File: src/rtl/det_event_monitor.sv
// Event monitor for the sequence detector's Mealy det output:
// registers det, counts rising edges, measures spacing, raises a window alarm.
//
// Ports:
//   clk       rising-edge clock
//   reset     synchronous active-high reset
//   det       raw (possibly glitchy) detection flag
//   clr       synchronous clear of counters, gap and alarm
//   event_cnt saturating total event count
//   last_gap  cycles between the two most recent events (saturating)
//   gap_valid last_gap holds a real measurement
//   alarm     sticky threshold flag, equals (state == ALARM)
//   state     FSM state: IDLE=00, WIN=01, ALARM=10

module det_event_monitor #(
    parameter int CNT_W  = 8,
    parameter int GAP_W  = 8,
    parameter int WINDOW = 16,
    parameter int THRESH = 3
) (
    input  logic             clk,
    input  logic             reset,
    input  logic             det,
    input  logic             clr,
    output logic [CNT_W-1:0] event_cnt,
    output logic [GAP_W-1:0] last_gap,
    output logic             gap_valid,
    output logic             alarm,
    output logic [1:0]       state
);

    typedef enum logic [1:0] {
        IDLE  = 2'b00,
        WIN   = 2'b01,
        ALARM = 2'b10
    } state_t;

    localparam logic [CNT_W-1:0] WIN_LOAD = CNT_W'(WINDOW - 1);
    localparam logic [CNT_W:0]   THR      = (CNT_W+1)'(THRESH);
    localparam logic [CNT_W-1:0] CNT_MAX  = '1;
    localparam logic [GAP_W-1:0] GAP_MAX  = '1;

    // input stage
    logic det_q;
    logic det_d;
    logic ev;

    // gap measurement
    logic [GAP_W-1:0] gap_timer;
    logic             seen;

    // window FSM
    state_t           state_q;
    state_t           state_n;
    logic [CNT_W-1:0] win_timer;
    logic [CNT_W-1:0] win_timer_n;
    logic [CNT_W-1:0] win_evt;
    logic [CNT_W-1:0] win_evt_n;
    logic [CNT_W:0]   win_evt_inc;
    logic             thresh_hit;

    // det is registered twice so a glitch on the combinational Mealy
    // output cannot reach the counters; ev is the clean rising edge.
    always_ff @(posedge clk) begin
        if (reset) begin
            det_q <= 1'b0;
            det_d <= 1'b0;
        end else begin
            det_q <= det;
            det_d <= det_q;
        end
    end

    assign ev = det_q & ~det_d;

    always_ff @(posedge clk) begin
        if (reset || clr) begin
            event_cnt <= '0;
        end else if (ev && event_cnt != CNT_MAX) begin
            event_cnt <= event_cnt + CNT_W'(1);
        end
    end

    // The timer reloads to 1 on each event so that, one edge later,
    // it already reads the distance in edges from that event.
    always_ff @(posedge clk) begin
        if (reset || clr) begin
            gap_timer <= '0;
            last_gap  <= '0;
            gap_valid <= 1'b0;
            seen      <= 1'b0;
        end else if (ev) begin
            gap_timer <= GAP_W'(1);
            seen      <= 1'b1;
            if (seen) begin
                last_gap  <= gap_timer;
                gap_valid <= 1'b1;
            end
        end else if (gap_timer != GAP_MAX) begin
            gap_timer <= gap_timer + GAP_W'(1);
        end
    end

    // one extra bit so win_evt+1 cannot wrap before the compare
    assign win_evt_inc = {1'b0, win_evt} + (CNT_W+1)'(1);
    assign thresh_hit  = (win_evt_inc >= THR);

    always_comb begin
        state_n     = state_q;
        win_timer_n = win_timer;
        win_evt_n   = win_evt;
        case (state_q)
            IDLE: begin
                if (ev) begin
                    if (THRESH == 1) begin
                        state_n = ALARM;
                    end else begin
                        state_n     = WIN;
                        win_timer_n = WIN_LOAD;
                        win_evt_n   = CNT_W'(1);
                    end
                end
            end
            WIN: begin
                if (ev && thresh_hit) begin
                    state_n = ALARM;
                end else if (win_timer == '0) begin
                    if (ev) begin
                        // the boundary event opens the next window
                        win_timer_n = WIN_LOAD;
                        win_evt_n   = CNT_W'(1);
                    end else begin
                        state_n   = IDLE;
                        win_evt_n = '0;
                    end
                end else begin
                    if (ev) begin
                        win_evt_n = win_evt_inc[CNT_W-1:0];
                    end
                    win_timer_n = win_timer - CNT_W'(1);
                end
            end
            ALARM: begin
                state_n = ALARM;
            end
            default: begin
                state_n     = IDLE;
                win_timer_n = '0;
                win_evt_n   = '0;
            end
        endcase
    end

    always_ff @(posedge clk) begin
        if (reset || clr) begin
            state_q   <= IDLE;
            win_timer <= '0;
            win_evt   <= '0;
            alarm     <= 1'b0;
        end else begin
            state_q   <= state_n;
            win_timer <= win_timer_n;
            win_evt   <= win_evt_n;
            alarm     <= (state_n == ALARM);
        end
    end

    assign state = state_q;

endmodule

File: config.mk
export PLATFORM = sky130hd
export DESIGN_NAME = det_event_monitor
export DESIGN_NICKNAME = d
export VERILOG_FILES = /design/src/rtl/det_event_monitor.sv
export SDC_FILE = /design/constraint.sdc
export NUM_CORES = 1
export LEC_CHECK = 0
export BUFFER_PORTS_ARGS = -buffer_cell sky130_fd_sc_hd__buf_2
export CAP_MARGIN = 20
export CORE_MARGIN = 2
export CORE_UTILIZATION = 60
export CTS_CLUSTER_DIAMETER = 40
export DETAILED_ROUTE_END_ITERATION = 12
export GPL_TIMING_DRIVEN = 0
export PLACE_DENSITY = 0.84
export SLEW_MARGIN = 20
export SYNTH_ARGS = -nofsm -noshare
export SYNTH_HDL_FRONTEND = slang
export SYNTH_SLANG_ARGS = --single-unit
File: constraint.sdc
create_clock -name clk -period 5.79 [get_ports clk]
set_clock_uncertainty 0.15 [all_clocks]
set_input_delay 1.158 -clock clk [delete_from_list [all_inputs] [get_ports clk]]
set_output_delay 1.158 -clock clk [all_outputs]
set_load 0.05 [all_outputs]
# Word level (Yosys, flattened, before mapping)
# Index checks and enable logic that the tools add are counted.
# totals
ff_bits	47
latch_bits	0
ram_bits	0
romBits	0
inputBits	4
wordCells	55
mem_count	0
# classes
n_addsub	4
n_mul	0
div	0
n_lt_le_gt_ge	1
eq_ne	8
n_shift	0
mux	17
bitwise_logic	3
reduce_logical	10
# ops
operator	count
$mux 8	7
$pmux 8 s3	2
$add 8x1->8 const B	2
$ne 8x8->1 const B	2
$add 8x1->9 const B	1
$ge 9x2->1 const B	1
$logic_not 8->1	1
$mux 2	4
$sub 8x1->8 const B	1
$pmux 2 s3	1
$eq 2x2->1 const B	2
$ne 2x2->1 const B	2
$reduce_and 2->1	2
$reduce_and 4->1	1
$mux 1	3
$ne 3x3->1 const B	1
$eq 2x1->1 const B	1
$logic_and 1x1->1	2
$logic_not 2->1	1
$not 1->1	2
$reduce_bool 2->1	1
$reduce_or 2->1	1
$and 1x1->1	1
$logic_or 1x1->1	1

# Logic depth before layout (Yosys ltp)
# Gate-level depths: netlist of run 1.
# logic_depth
word_depth	7
mapped_depth	9
depth_no_buf	8

# Worst setup path after synthesis of run 1
# No wires, ideal clock.
# synth_timing
path_type	input-to-reg
start	input port clr
end	register win_evt[1]
setup_time_ps	70
arrival_time_ps	2090
required_time_ps	5570
slack_ps	3480
cell_stages	3
n_path_buf	0
path_cell_list	or2_2 or4_1 o2bb2ai_1
# synth_via
elab_chain_cells	1
# synth_lines
item	line_no	rtl
start: declaration	24	input logic clr,
$logic_or 1x1->1	155	if (reset || clr) begin
end signal: assignment	163	win_evt <= win_evt_n;
end: declaration	57	logic [CNT_W-1:0] win_evt;
# No other way between the ends.
# A chain may end at the register's enable or synchronous reset.

# Worst setup path in the final report of run 1
# layout_timing
start	register event_cnt[3]
end	output port event_cnt[3]
# layout_rtl
item	line_no	rtl
start: declaration	25	output logic [CNT_W-1:0] event_cnt,
start signal: assignment	80	event_cnt <= event_cnt + CNT_W'(1);
# No word-level cell between the ends.

==> reports/qor.txt, run 1 <==
Worst Reg-to-Reg Cells = 8
average detailed-routed wire length per instance = 13.4 um
Peak supply drop = 165 uV
worst setup path class = flip-flop to output pin
via count of the first global-routing pass = 1737
antenna cell count = 0
standby leakage power = 0.961 nW
list of cells traversed by the critical path = buf_2
post-route setup slack = 3.38 ns
warnings from Yosys = 0
combined area of the multi-input logic cells = 1170 um2
layout net count = 287
CTS Hold Bufs = 0
Chip Width = 64.4 um
total power per unit cell area = 222 nW/um2
worst reg2reg startpoint = win_evt[0]$_SDFFE_PP0P_
delay of the slowest cell on the worst path = 0.45 ns
clock tree from TritonCTS = yes
CP startpoint kind = flip-flop
Post-Syn Nets = 257
final worst-path cycle share = 41.7%
endpoint kind of the worst setup timing path = output pin
Core Area = 3420 um2
Yosys reg bits = 47
Mapped Area = 2190 um2
Routed Wire Length = 4350 um
footprint of the flip-flops and latches = 941 um2
port bufs = 23
terminus of the critical flop-to-flop path = win_timer[3]$_SDFFE_PP0P_
full die area = 4150 um2
data arrival time of the worst path = 1.11 ns
ys flop type = sky130_fd_sc_hd__dfxtp_1
number of sinks driven by the clock tree = 47
number of maximum-capacitance constraint violations = 0
clock latency on the worst-skew pair = 0.36 ns
slew at the pin closest to its max-slew limit = 0.479 ns
initial cell density of the core = 64.2%
number of synthesized flops with an enable pin = 0
gate count of the mapped netlist = 248
final antenna-violating net count = 0
endpoint of the worst setup timing path = event_cnt[3]
placed wire-length estimate = 3110 um
fraction of registers with async set or reset after synthesis = 0%
Clock Tree Root = sky130_fd_sc_hd__clkbuf_4
maximum number of pins on one net before global-route repair = 15
row cnt = 21
routed vias = 1848
Crit path buffers/inverters = 1
share of final-layout standard cells stronger than drive strength 1 = 17.6%
Max H-tree Level = 2
grt ovf = 0
type of the tightest min-delay check = flip-flop to flip-flop
Slew Limit Headroom = 68.1%
clock period minus final worst setup slack = 2.41 ns
cells resized by post-CTS repair = 0
number of buffers between clock root and the deepest sink = 2
slack of the worst reg-to-reg path = 3.58 ns
max-slew violation count = 0
setup-violating endpoint count in the final report = 0
top fanout value on the critical path = 6
via-per-instance ratio = 5.69
Final Hold Viols = 0
path length in cells of the critical path = 1
1st-pass router iterations = 4
remaining routing DRC violations = 0
number of placed I/O pins = 24
Die Ht = 64.4 um
number of filler instances in the final layout = 296
kind of cell adding the most delay to the critical path = flip-flops
setup_tns = 0 ns
required time worst endpoint = 4.48 ns
hold-critical path depth = 2
area grow syn2layout = 10.8%
total routing resource utilization after global routing = 22.9%
Fmax = 414 MHz
RSZ-0062 raised after global routing = no
unique cell type count in the Yosys netlist = 44
cell type of the slowest stage on the worst timing path = sky130_fd_sc_hd__dfxtp_1
most common cell after layout, fill and taps aside = sky130_fd_sc_hd__dfxtp_1
status = finished, final reports clean
global-route wire length before repair = 7520 um
routability congestion estimate from global placement = 0.906
most used cells in the layout excluding fill and tap cells = sky130_fd_sc_hd__dfxtp_1, sky130_fd_sc_hd__nor2_1, sky130_fd_sc_hd__buf_2
initial DRC count = 135
Worst setup startpoint = event_cnt[3]$_SDFFE_PP0P_
post-synthesis sequential area ratio = 42.9%
Clk pin slew, worst setup/hold paths = 0.13 ns
Setup Fix Bufs, Post-CTS = 0
antenna violations before repair = 0
Avg Inst Size Synth = 8.84 um2
number of buffers added by the clock tree synthesis step = 5
pre-CTS setup slack = 3.32 ns
## cells by family after synthesis
kind of cell,count (synthesis),share of synthesized area (%)
AOI/OAI and AO/OA,54,16.1
xor gates and xnor gates,11,4.39
adders and majority gates,5,2.85
buffers and inverters,13,3.88
DFF,47,42.9
muxes,5,2.34
and+or+nand+nor,113,27.5
## synth_stat cells (2+ instances only)
cell type / instances / share of area [%]
sky130_fd_sc_hd__dfxtp_1: 47 / 43
sky130_fd_sc_hd__mux2i_1: 4 / 1.8
sky130_fd_sc_hd__nor3_1: 4 / 0.91
sky130_fd_sc_hd__or3_1: 3 / 0.86
sky130_fd_sc_hd__xor2_1: 6 / 2.4
sky130_fd_sc_hd__o21ai_0: 12 / 2.7
sky130_fd_sc_hd__xnor2_1: 5 / 2.0
sky130_fd_sc_hd__o211ai_1: 3 / 1.0
sky130_fd_sc_hd__and2_2: 2 / 0.68
sky130_fd_sc_hd__inv_1: 5 / 0.86
sky130_fd_sc_hd__nor2_1: 29 / 5.0
sky130_fd_sc_hd__a31oi_1: 4 / 1.1
sky130_fd_sc_hd__nor2b_1: 3 / 0.86
sky130_fd_sc_hd__nand4_1: 9 / 2.6
sky130_fd_sc_hd__a32o_1: 3 / 1.4
sky130_fd_sc_hd__buf_6: 2 / 1.0
sky130_fd_sc_hd__and3_1: 7 / 2.0
sky130_fd_sc_hd__nand2b_1: 5 / 1.4
sky130_fd_sc_hd__clkbuf_1: 4 / 0.68
sky130_fd_sc_hd__and2_1: 6 / 1.7
sky130_fd_sc_hd__nand3_1: 18 / 4.1
sky130_fd_sc_hd__nand2_1: 19 / 3.3
sky130_fd_sc_hd__ha_1: 5 / 2.9
sky130_fd_sc_hd__a211oi_1: 2 / 0.68
sky130_fd_sc_hd__a21oi_1: 21 / 4.8
sky130_fd_sc_hd__or2_2: 2 / 0.57
## flip-flops by register name, summed over array words and instances (netlist names)
| register | flops |
|---|---|
| det_d | 1 |
| win_evt | 8 |
| det_q | 1 |
| win_timer | 8 |
| alarm | 1 |
| seen | 1 |
| state | 2 |
| event_cnt | 8 |
| gap_timer | 8 |
| last_gap | 8 |
| gap_valid | 1 |
## worst min-delay path by stage
stage,start,end,slack [ns]
finish,last_gap[1]$_SDFFE_PP0P_,last_gap[1]$_SDFFE_PP0P_,0.32
global route,last_gap[3]$_SDFFE_PP0P_,last_gap[3]$_SDFFE_PP0P_,0.34
global placement,last_gap[0]$_SDFFE_PP0P_,last_gap[0]$_SDFFE_PP0P_,0.29
detailed placement,last_gap[0]$_SDFFE_PP0P_,last_gap[0]$_SDFFE_PP0P_,0.30
floorplan,det_q$_SDFF_PP0_,det_d$_SDFF_PP0_,0.30
CTS,last_gap[3]$_SDFFE_PP0P_,last_gap[3]$_SDFFE_PP0P_,0.32
## metal layers
metal,GRT usage [%],vias up,wire length [um]
met1,29.5,854,2060
li1,-,948,-
met4,8.78,0,51
met2,37.0,39,2040
met3,5.73,7,197
met5,0,-,0
## layout make-up
| class | count | share of cell area (%) |
|---|---|---|
| Sequential cell | 47 | 38.7 |
| Clock inverter | 1 | 0.361 |
| Tap cell | 46 | 2.37 |
| Timing Repair Buffer | 23 | 4.74 |
| Buffer | 8 | 2.73 |
| Clock buffer | 7 | 2.27 |
| Inverter | 5 | 0.773 |
| Multi-Input combinational cell | 188 | 48.0 |
## through the flow
step	std cells	total power, mW	util (%)	cell area, um2	hold WS (ns)
final	325	0.539	71.1	2430	0.318
after global routing	325	0.559	71.1	2430	0.339
after CTS	325	0.545	71.1	2430	0.319
after detailed placement	317	0.382	69.2	2360	0.299
after global placement	317	0.381	69.2	2360	0.288
after floorplan	248	0.371	-	2190	0.303
## power breakdown
| group | total (mW) | internal (mW) | leakage, nW | switching, mW |
|---|---|---|---|---|
| clock | 0.164 | 0.0605 | 0.0355 | 0.104 |
| sequential | 0.331 | 0.327 | 0.380 | 0.00404 |
| combinational | 0.0439 | 0.0166 | 0.546 | 0.0274 |
| total | 0.539 | 0.404 | 0.961 | 0.135 |
Note: power is estimated with default switching activity, not from simulation.
==> run 2: changes to the inputs <==
- ABC_AREA: unset -> 1
- CORE_UTILIZATION: 60 -> 53
- PLACE_DENSITY: 0.84 -> 0.79
- clock period: 5.79 -> 2.1 ns (I/O delays scaled with it)
==> run 2 against run 1 <==
Hold slack worse by 0.17 ns. Non-clock buffer count down 2. Cell area increased by 11%. Sequential cell count unchanged. Sequential share of layout area fell by 3.8 points. Combinational power grew to 3.5 times the previous value. Area after synthesis grew 9.5%. Routed wire length rose by 12%. Critical path depth increased by 14. Sequential power grew to 2.8 times the previous value. Die area increased by 22%. Critical path type is now flip-flop to flip-flop.
==> reports/qor.txt, run 2 <==
area grow syn2layout = 12.4%
initial DRC count = 120 (-11%)
global-route wire length before repair = 8450 um (+12%)
largest cells by area after synthesis = sky130_fd_sc_hd__dfxtp_1, sky130_fd_sc_hd__nand2_1, sky130_fd_sc_hd__inv_1
post-synthesis sequential area ratio = 39.2% (-3.7 points)
clock tree from TritonCTS = yes
Yosys reg bits = 47 (unchanged)
slack of the worst reg-to-reg path = 0.16 ns (-3.42 ns)
gate count of the mapped netlist = 342 (+38%)
leading area contributor after synthesis = sky130_fd_sc_hd__dfxtp_1
final worst-path cycle share = 92.5%
Routed Wire Length = 4860 um (+12%)
number of placed I/O pins = 24 (unchanged)
CP startpoint kind = flip-flop
Slew Limit Headroom = 57.0% (-11 points)
share of final-layout standard cells stronger than drive strength 1 = 15.5% (-2.0 points)
placed wire-length estimate = 3720 um (+19%)
Fmax = 515 MHz
slew at the pin closest to its max-slew limit = 0.640 ns (+0.161 ns)
data arrival time of the worst path = 1.99 ns (+0.88 ns)
initial cell density of the core = 55.1% (-9.0 points)
Crit path buffers/inverters = 2 (+1)
most used cells in the layout excluding fill and tap cells = sky130_fd_sc_hd__nand2_1, sky130_fd_sc_hd__inv_1, sky130_fd_sc_hd__dfxtp_1
number of buffers between clock root and the deepest sink = 2 (unchanged)
leading post-synthesis cells by instance count = sky130_fd_sc_hd__nand2_1, sky130_fd_sc_hd__inv_1, sky130_fd_sc_hd__dfxtp_1
multiplexer share of the synthesized area = 0% (-2.3 points)
largest family of logic cells by synthesized area = simple AND/OR/NAND/NOR gates
via count of the first global-routing pass = 1978 (+14%)
Mapped Area = 2400 um2 (+9.5%)
worst setup path class = flip-flop to flip-flop
total power per unit cell area = 606 nW/um2 (+170%)
end point of the worst hold path = det_d$_SDFF_PP0_
antenna cell count = 0 (unchanged)
setup_tns = 0 ns (unchanged)
Post-Syn Nets = 351 (+37%)
setup-violating endpoint count in the final report = 0 (unchanged)
post-synthesis xor/xnor area fraction = 2.19% (-2.2 points)
top fanout value on the critical path = 8 (+2)
Core Area = 4350 um2 (+27%)
switching component of the power = 0.412 mW (+210%)
kind of cell adding the most delay to the critical path = simple AND/OR/NAND/NOR gates
clock latency on the worst-skew pair = 0.30 ns (-0.06 ns)
antenna violations before repair = 0 (unchanged)
ys flop type = sky130_fd_sc_hd__dfxtp_1
full die area = 5080 um2 (+22%)
simple logic cell fraction of the synthesized area = 32.8% (+5.3 points)
Max H-tree Level = 2 (unchanged)
RSZ-0062 raised after global routing = no
Worst Reg-to-Reg Cells = 15 (+7)
standby leakage power = 1.15 nW (+20%)
port bufs = 23 (unchanged)
number of synthesized flops with an enable pin = 0 (unchanged)
hold path start = reset
cell type of the slowest stage on the worst timing path = sky130_fd_sc_hd__dfxtp_2
total instance count after detailed placement = 417 (+32%)
unique cell type count in the Yosys netlist = 34 (-23%)
Chip Width = 71.3 um (+11%)
routability congestion estimate from global placement = 0.885 (-2.4%)
average detailed-routed wire length per instance = 11.4 um (-14%)
hold-critical path depth = 2 (unchanged)
endpoint kind of the worst setup timing path = flip-flop
row cnt = 24 (+14%)
type of the tightest min-delay check = input pin to flip-flop
most common cell after layout, fill and taps aside = sky130_fd_sc_hd__nand2_1
final antenna-violating net count = 0 (unchanged)
area share of fa/ha/maj cells after synthesis = 2.61% (-0.25 points)
layout net count = 381 (+33%)
routed vias = 2243 (+21%)
grt ovf = 0 (unchanged)
via-per-instance ratio = 5.28 (-7.2%)
clock period minus final worst setup slack = 1.94 ns
remaining routing DRC violations = 0 (unchanged)
max-slew violation count = 0 (unchanged)
Peak supply drop = 504 uV (+210%)
terminus of the critical flop-to-flop path = win_timer[5]$_SDFFE_PP0P_
fraction of the mapped netlist area in compound gates = 13.6% (-2.5 points)
required time worst endpoint = 2.15 ns (-2.33 ns)
total routing resource utilization after global routing = 20.4% (-2.5 points)
Avg Inst Size Synth = 7.02 um2 (-21%)
maximum number of pins on one net before global-route repair = 15 (unchanged)
CTS Hold Bufs = 0 (unchanged)
number of maximum-capacitance constraint violations = 0 (unchanged)
warnings from Yosys = 0 (unchanged)
fraction of registers with async set or reset after synthesis = 0% (unchanged)
delay of the slowest cell on the worst path = 0.36 ns (-0.09 ns)
proportion of power drawn by flip-flops and latches = 55.8% (-5.6 points)
part of the total power dissipated in combinational logic = 9.5% (+1.3 points)
status = finished, final reports clean
Cell Count, Final, Fillers Out = 425 (+31%)
Die Ht = 71.3 um (+11%)
Clock Tree Root = sky130_fd_sc_hd__clkbuf_8
list of cells traversed by the critical path = inv_2 -> ha_4 -> nor2_1 -> nor2_1 -> nand2_1 -> nor2_1 -> nand2_2 -> nor2_2 -> nand2_2 -> nand3_4 -> nand2_4 -> inv_4 -> nand2_1 -> nand2_1 -> nor2_2
Internal Dissipation = 1.22 mW (+200%)
Final Hold Viols = 0 (unchanged)
1st-pass router iterations = 4 (unchanged)
worst reg2reg startpoint = win_evt[0]$_SDFFE_PP0P_
area share of the largest cell type after synthesis = 39.2% (-3.7 points)
share of power burned in the clock network = 34.7% (+4.3 points)
number of sinks driven by the clock tree = 47 (unchanged)
Clk pin slew, worst setup/hold paths = 0.08 ns (-0.05 ns)
number of buffers added by the clock tree synthesis step = 5 (unchanged)
count leader, synth = sky130_fd_sc_hd__nand2_1
fraction of power spent switching nets = 25.2% (+0.21 points)
run 2: worst reg2reg max path, stage by stage, from the launching register on:
cell and delay (ns):
sky130_fd_sc_hd__dfxtp_2 0.36, sky130_fd_sc_hd__inv_2 0.07, sky130_fd_sc_hd__ha_4 0.27, sky130_fd_sc_hd__nor2_1 0.04
sky130_fd_sc_hd__nor2_1 0.09, sky130_fd_sc_hd__nand2_1 0.05, sky130_fd_sc_hd__nor2_1 0.12, sky130_fd_sc_hd__nand2_2 0.06
sky130_fd_sc_hd__nor2_2 0.09, sky130_fd_sc_hd__nand2_2 0.09, sky130_fd_sc_hd__nand3_4 0.11, sky130_fd_sc_hd__nand2_4 0.12
sky130_fd_sc_hd__inv_4 0.09, sky130_fd_sc_hd__nand2_1 0.05, sky130_fd_sc_hd__nand2_1 0.07, sky130_fd_sc_hd__nor2_2 0.03
run 2: kinds of logic (layout without fill, tap and decap cells):
kind of cell / Yosys count / in the layout
AO/OA/AOI/OAI: 55 / 55
flip-flops: 47 / 47
XOR/XNOR: 6 / 6
buffers and inverters: 59 / 90
AND/OR/NAND/NOR: 170 / 170
adder cells (fa/ha/maj): 5 / 5
run 2: layout make-up:
| cell class | instances | area [um2] |
|---|---|---|
| flip-flops and latches | 47 | 943 |
| multi-input cells | 236 | 1250 |
| clock inverters | 1 | 8.76 |
| clock buffers | 7 | 86.3 |
| well taps | 52 | 65.1 |
| inverters | 53 | 201 |
| plain buffers | 6 | 28.8 |
| fillers | 392 | 1660 |
| repair buffers | 23 | 115 |
run 2: worst max path at each step:
stage | from | to | slack (ns) | depth (start not counted)
6_report | win_evt[0]$_SDFFE_PP0P_ | win_timer[5]$_SDFFE_PP0P_ | 0.16 | 15
2_1_floorplan | event_cnt[0]$_SDFFE_PP0P_ | event_cnt[5]$_SDFFE_PP0P_ | 0.09 | 9
3_3_place_gp | win_evt[0]$_SDFFE_PP0P_ | win_timer[5]$_SDFFE_PP0P_ | 0.05 | 15
3_5_place_dp | win_evt[0]$_SDFFE_PP0P_ | win_timer[5]$_SDFFE_PP0P_ | 0.008 | 15
5_1_grt | win_evt[1]$_SDFFE_PP0P_ | win_timer[5]$_SDFFE_PP0P_ | 0.002 | 14
4_1_cts | win_evt[0]$_SDFFE_PP0P_ | win_timer[5]$_SDFFE_PP0P_ | 0.04 | 15
run 2: through the flow:
stage	utilization, %	power [mW]	cell area [um2]	setup slack, ns	hold slack [ns]
finish	62.0	1.63	2700	0.157	0.148
global route	62.0	1.71	2700	0.00182	0.146
CTS	61.5	1.65	2680	0.0404	0.141
detailed placement	59.3	1.09	2580	0.00752	0.278
global placement	59.3	1.08	2580	0.0531	0.270
floorplan	-	1.05	2400	0.0936	0.260
run 2: timing repair:
action / CTS / global route
endpoints found under the setup margin: 1 / 17
resized for setup: 1 / 4
buffers inserted: 0 / 0
hold endpoints to repair: 0 / 0
run 2: power by group through the flow:
stage	Sequential, mW	Combinational [mW]	Clock (mW)
final	0.912	0.155	0.567
after global routing	0.914	0.175	0.617
after CTS	0.912	0.153	0.584
after detailed placement	0.933	0.153	0
after global placement	0.932	0.147	0
after floorplan	0.937	0.113	0
run 2: layer usage:
metal	share of wire [%]	GRT usage [%]	routed length, um
met2	48	33.5	2330
met4	1.4	5.87	67
met3	4.3	4.64	210
met1	46	26.9	2260
met5	0	0	0
==> run 3: changes to the inputs <==
- ABC_AREA: 1 -> unset
- CORE_UTILIZATION: 53 -> 52
- PLACE_DENSITY: 0.79 -> 0.78
==> run 3 against run 2 <==
First-iteration DRC count is 28% higher. Fmax is 4.4% lower. Clock power is 14% higher. Final cell count is 21% lower. Cell area is 4.0% lower. Utilization is 2.3 points higher. Worst setup slack worse by 0.090 ns. Critical path type unchanged. Largest power group unchanged.
==> reports/qor.txt, run 3 (synthesis results as in run 1) <==
layout net count = 294 (-23%)
setup-violating endpoint count in the final report = 0 (unchanged)
routability congestion estimate from global placement = 0.831 (-6.1%)
hold path start = reset
total power per unit cell area = 656 nW/um2 (+8.3%)
remaining routing DRC violations = 0 (unchanged)
total power draw = 1.70 mW (+3.9%)
CTS Hold Bufs = 0 (unchanged)
port bufs = 23 (unchanged)
Chip Width = 68.9 um (-3.3%)
initial cell density of the core = 54.4% (-0.73 points)
full die area = 4750 um2 (-6.6%)
Fmax = 492 MHz (-4.4%)
slew at the pin closest to its max-slew limit = 0.524 ns (-0.116 ns)
Max H-tree Level = 2 (unchanged)
clock latency on the worst-skew pair = 0.30 ns (about the same)
Final Hold Viols = 0 (unchanged)
clock tree from TritonCTS = yes
CP startpoint kind = flip-flop
required time worst endpoint = 2.18 ns (+0.03 ns)
placed wire-length estimate = 3130 um (-16%)
antenna violations before repair = 0 (unchanged)
routed vias = 1910 (-15%)
utilization after layout = 64.3% (+2.3 points)
area grow syn2layout = 18.1%
data arrival time of the worst path = 2.11 ns (+0.12 ns)
share of final-layout standard cells stronger than drive strength 1 = 23.2% (+7.6 points)
number of placed I/O pins = 24 (unchanged)
final worst-path cycle share = 96.8% (+4.3 points)
grt ovf = 0 (unchanged)
status = finished, final reports clean
antenna cell count = 0 (unchanged)
worst setup path class = flip-flop to flip-flop
Die Ht = 68.9 um (-3.3%)
Slew Limit Headroom = 65.1% (+8.1 points)
Peak supply drop = 450 uV (-11%)
total instance count after detailed placement = 321 (-23%)
share of power burned in the clock network = 38.2% (+3.5 points)
end point of the worst hold path = det_d$_SDFF_PP0_
global-route wire length before repair = 7720 um (-8.6%)
Core Area = 4030 um2 (-7.5%)
type of the tightest min-delay check = input pin to flip-flop
proportion of power drawn by flip-flops and latches = 53.6% (-2.2 points)
initial DRC count = 154 (+28%)
hold-critical path depth = 2 (unchanged)
1st-pass router iterations = 4 (unchanged)
row cnt = 23 (-4.2%)
terminus of the critical flop-to-flop path = win_evt[1]$_SDFFE_PP0P_
top fanout value on the critical path = 6 (-2)
via-per-instance ratio = 5.70 (+8.0%)
Clock Tree Root = sky130_fd_sc_hd__clkbuf_8
fraction of power spent switching nets = 23.3% (-1.9 points)
average detailed-routed wire length per instance = 14.0 um (+23%)
most used cells in the layout excluding fill and tap cells = sky130_fd_sc_hd__dfxtp_1, sky130_fd_sc_hd__nor2_1, sky130_fd_sc_hd__buf_2
pre-CTS setup slack = -0.0915 ns (-0.0991 ns)
clock period minus final worst setup slack = 2.03 ns (+0.0900 ns)
RSZ-0062 raised after global routing = yes
maximum number of pins on one net before global-route repair = 15 (unchanged)
Clk pin slew, worst setup/hold paths = 0.08 ns (about the same)
number of buffers added by the clock tree synthesis step = 5 (unchanged)
total routing resource utilization after global routing = 21.8% (+1.5 points)
Routed Wire Length = 4700 um (-3.4%)
post-route setup slack = 0.0672 ns (-0.0900 ns)
final antenna-violating net count = 0 (unchanged)
endpoint kind of the worst setup timing path = flip-flop
max-slew violation count = 0 (unchanged)
number of sinks driven by the clock tree = 47 (unchanged)
number of maximum-capacitance constraint violations = 0 (unchanged)
number of buffers between clock root and the deepest sink = 2 (unchanged)
most common cell after layout, fill and taps aside = sky130_fd_sc_hd__dfxtp_1
switching component of the power = 0.396 mW (-4.1%)
slack of the worst reg-to-reg path = 0.07 ns (-0.09 ns)
Cell Count, Final, Fillers Out = 335 (-21%)
Worst Reg-to-Reg Cells = 7 (-8)
via count of the first global-routing pass = 1707 (-14%)
Placed Instance Area = 2370 um2 (-8.2%)
final cell area excluding filler cells = 2590 um2 (-4.0%)
worst reg2reg startpoint = win_timer[0]$_SDFFE_PP0P_
part of the total power dissipated in combinational logic = 8.2% (-1.3 points)
standby leakage power = 1.01 nW (-12%)
Internal Dissipation = 1.30 mW (+6.6%)
run 3: cell types whose count changed in the layout (fill, tap and decap cells not counted), sizes merged, moves of 4 or more:
cell,delta
nand3,-18
nand2,-54
nand2b,+6
inv,-48
buf,+7
and2,+8
and3,+7
nor2,-16
a31oi,+4
o21ai,-4
mux2i,+4
a21oi,-6
run 3: cell type report:
cell class,instances,area [um2]
Buffer,8,66.3
Clock buffer,5,68.8
Clock inverter,2,37.5
Fill cell,338,1440
Inverter,5,18.8
Multi-Input combinational cell,188,1220
Sequential cell,47,951
Tap cell,50,62.6
Timing Repair Buffer,30,165
run 3: how the worst max path moves through the flow:
stage | start | to | slack, ns | cells after the start
finish | win_timer[0]$_SDFFE_PP0P_ | win_evt[1]$_SDFFE_PP0P_ | 0.07 | 7
global route | win_timer[0]$_SDFFE_PP0P_ | win_evt[0]$_SDFFE_PP0P_ | -0.02 | 8
CTS | win_evt[0]$_SDFFE_PP0P_ | win_timer[1]$_SDFFE_PP0P_ | 0.003 | 9
detailed placement | win_evt[0]$_SDFFE_PP0P_ | win_evt[4]$_SDFFE_PP0P_ | -0.09 | 8
global placement | win_evt[0]$_SDFFE_PP0P_ | win_evt[4]$_SDFFE_PP0P_ | -0.08 | 8
floorplan | event_cnt[0]$_SDFFE_PP0P_ | event_cnt[7]$_SDFFE_PP0P_ | 0.07 | 7
run 3: repair_timing:
item,CTS,global route
setup buffers,2,4
gates cloned,1,0
setup endpoints to repair,13,15
resized for setup,8,8
pin swaps,3,3
run 3: routing by layer:
metal	GRT usage, %	share of wire (%)	wire, um
met3	5.68	4.8	225
met5	0	0	0
met1	26.9	47	2200
met4	9.56	1.7	81
met2	35.8	47	2190
run 3: worst max-delay path, cell delays in order (launching register included):
cell                        delay [ns]
sky130_fd_sc_hd__dfxtp_2          0.36
sky130_fd_sc_hd__inv_1            0.05
sky130_fd_sc_hd__ha_1             0.24
sky130_fd_sc_hd__nor4b_4          0.15
sky130_fd_sc_hd__and2_2           0.23
sky130_fd_sc_hd__nand2b_4         0.17
sky130_fd_sc_hd__or4_1            0.47
sky130_fd_sc_hd__o2bb2ai_1        0.14
run 3: power groups by stage:
stage	Combinational, mW	Sequential [mW]	Clock (mW)
detailed placement	0.119	0.933	0
CTS	0.125	0.910	0.659
global route	0.152	0.912	0.695
finish	0.139	0.911	0.649
floorplan	0.0870	0.936	0
global placement	0.118	0.932	0
run 3: metrics by stage:
stage	TNS (ns)	hold slack (ns)
final	0	0.180
after global routing	-0.0919	0.167
after CTS	0	0.170
after detailed placement	-0.835	0.296
after global placement	-0.605	0.293
after floorplan	0	0.303
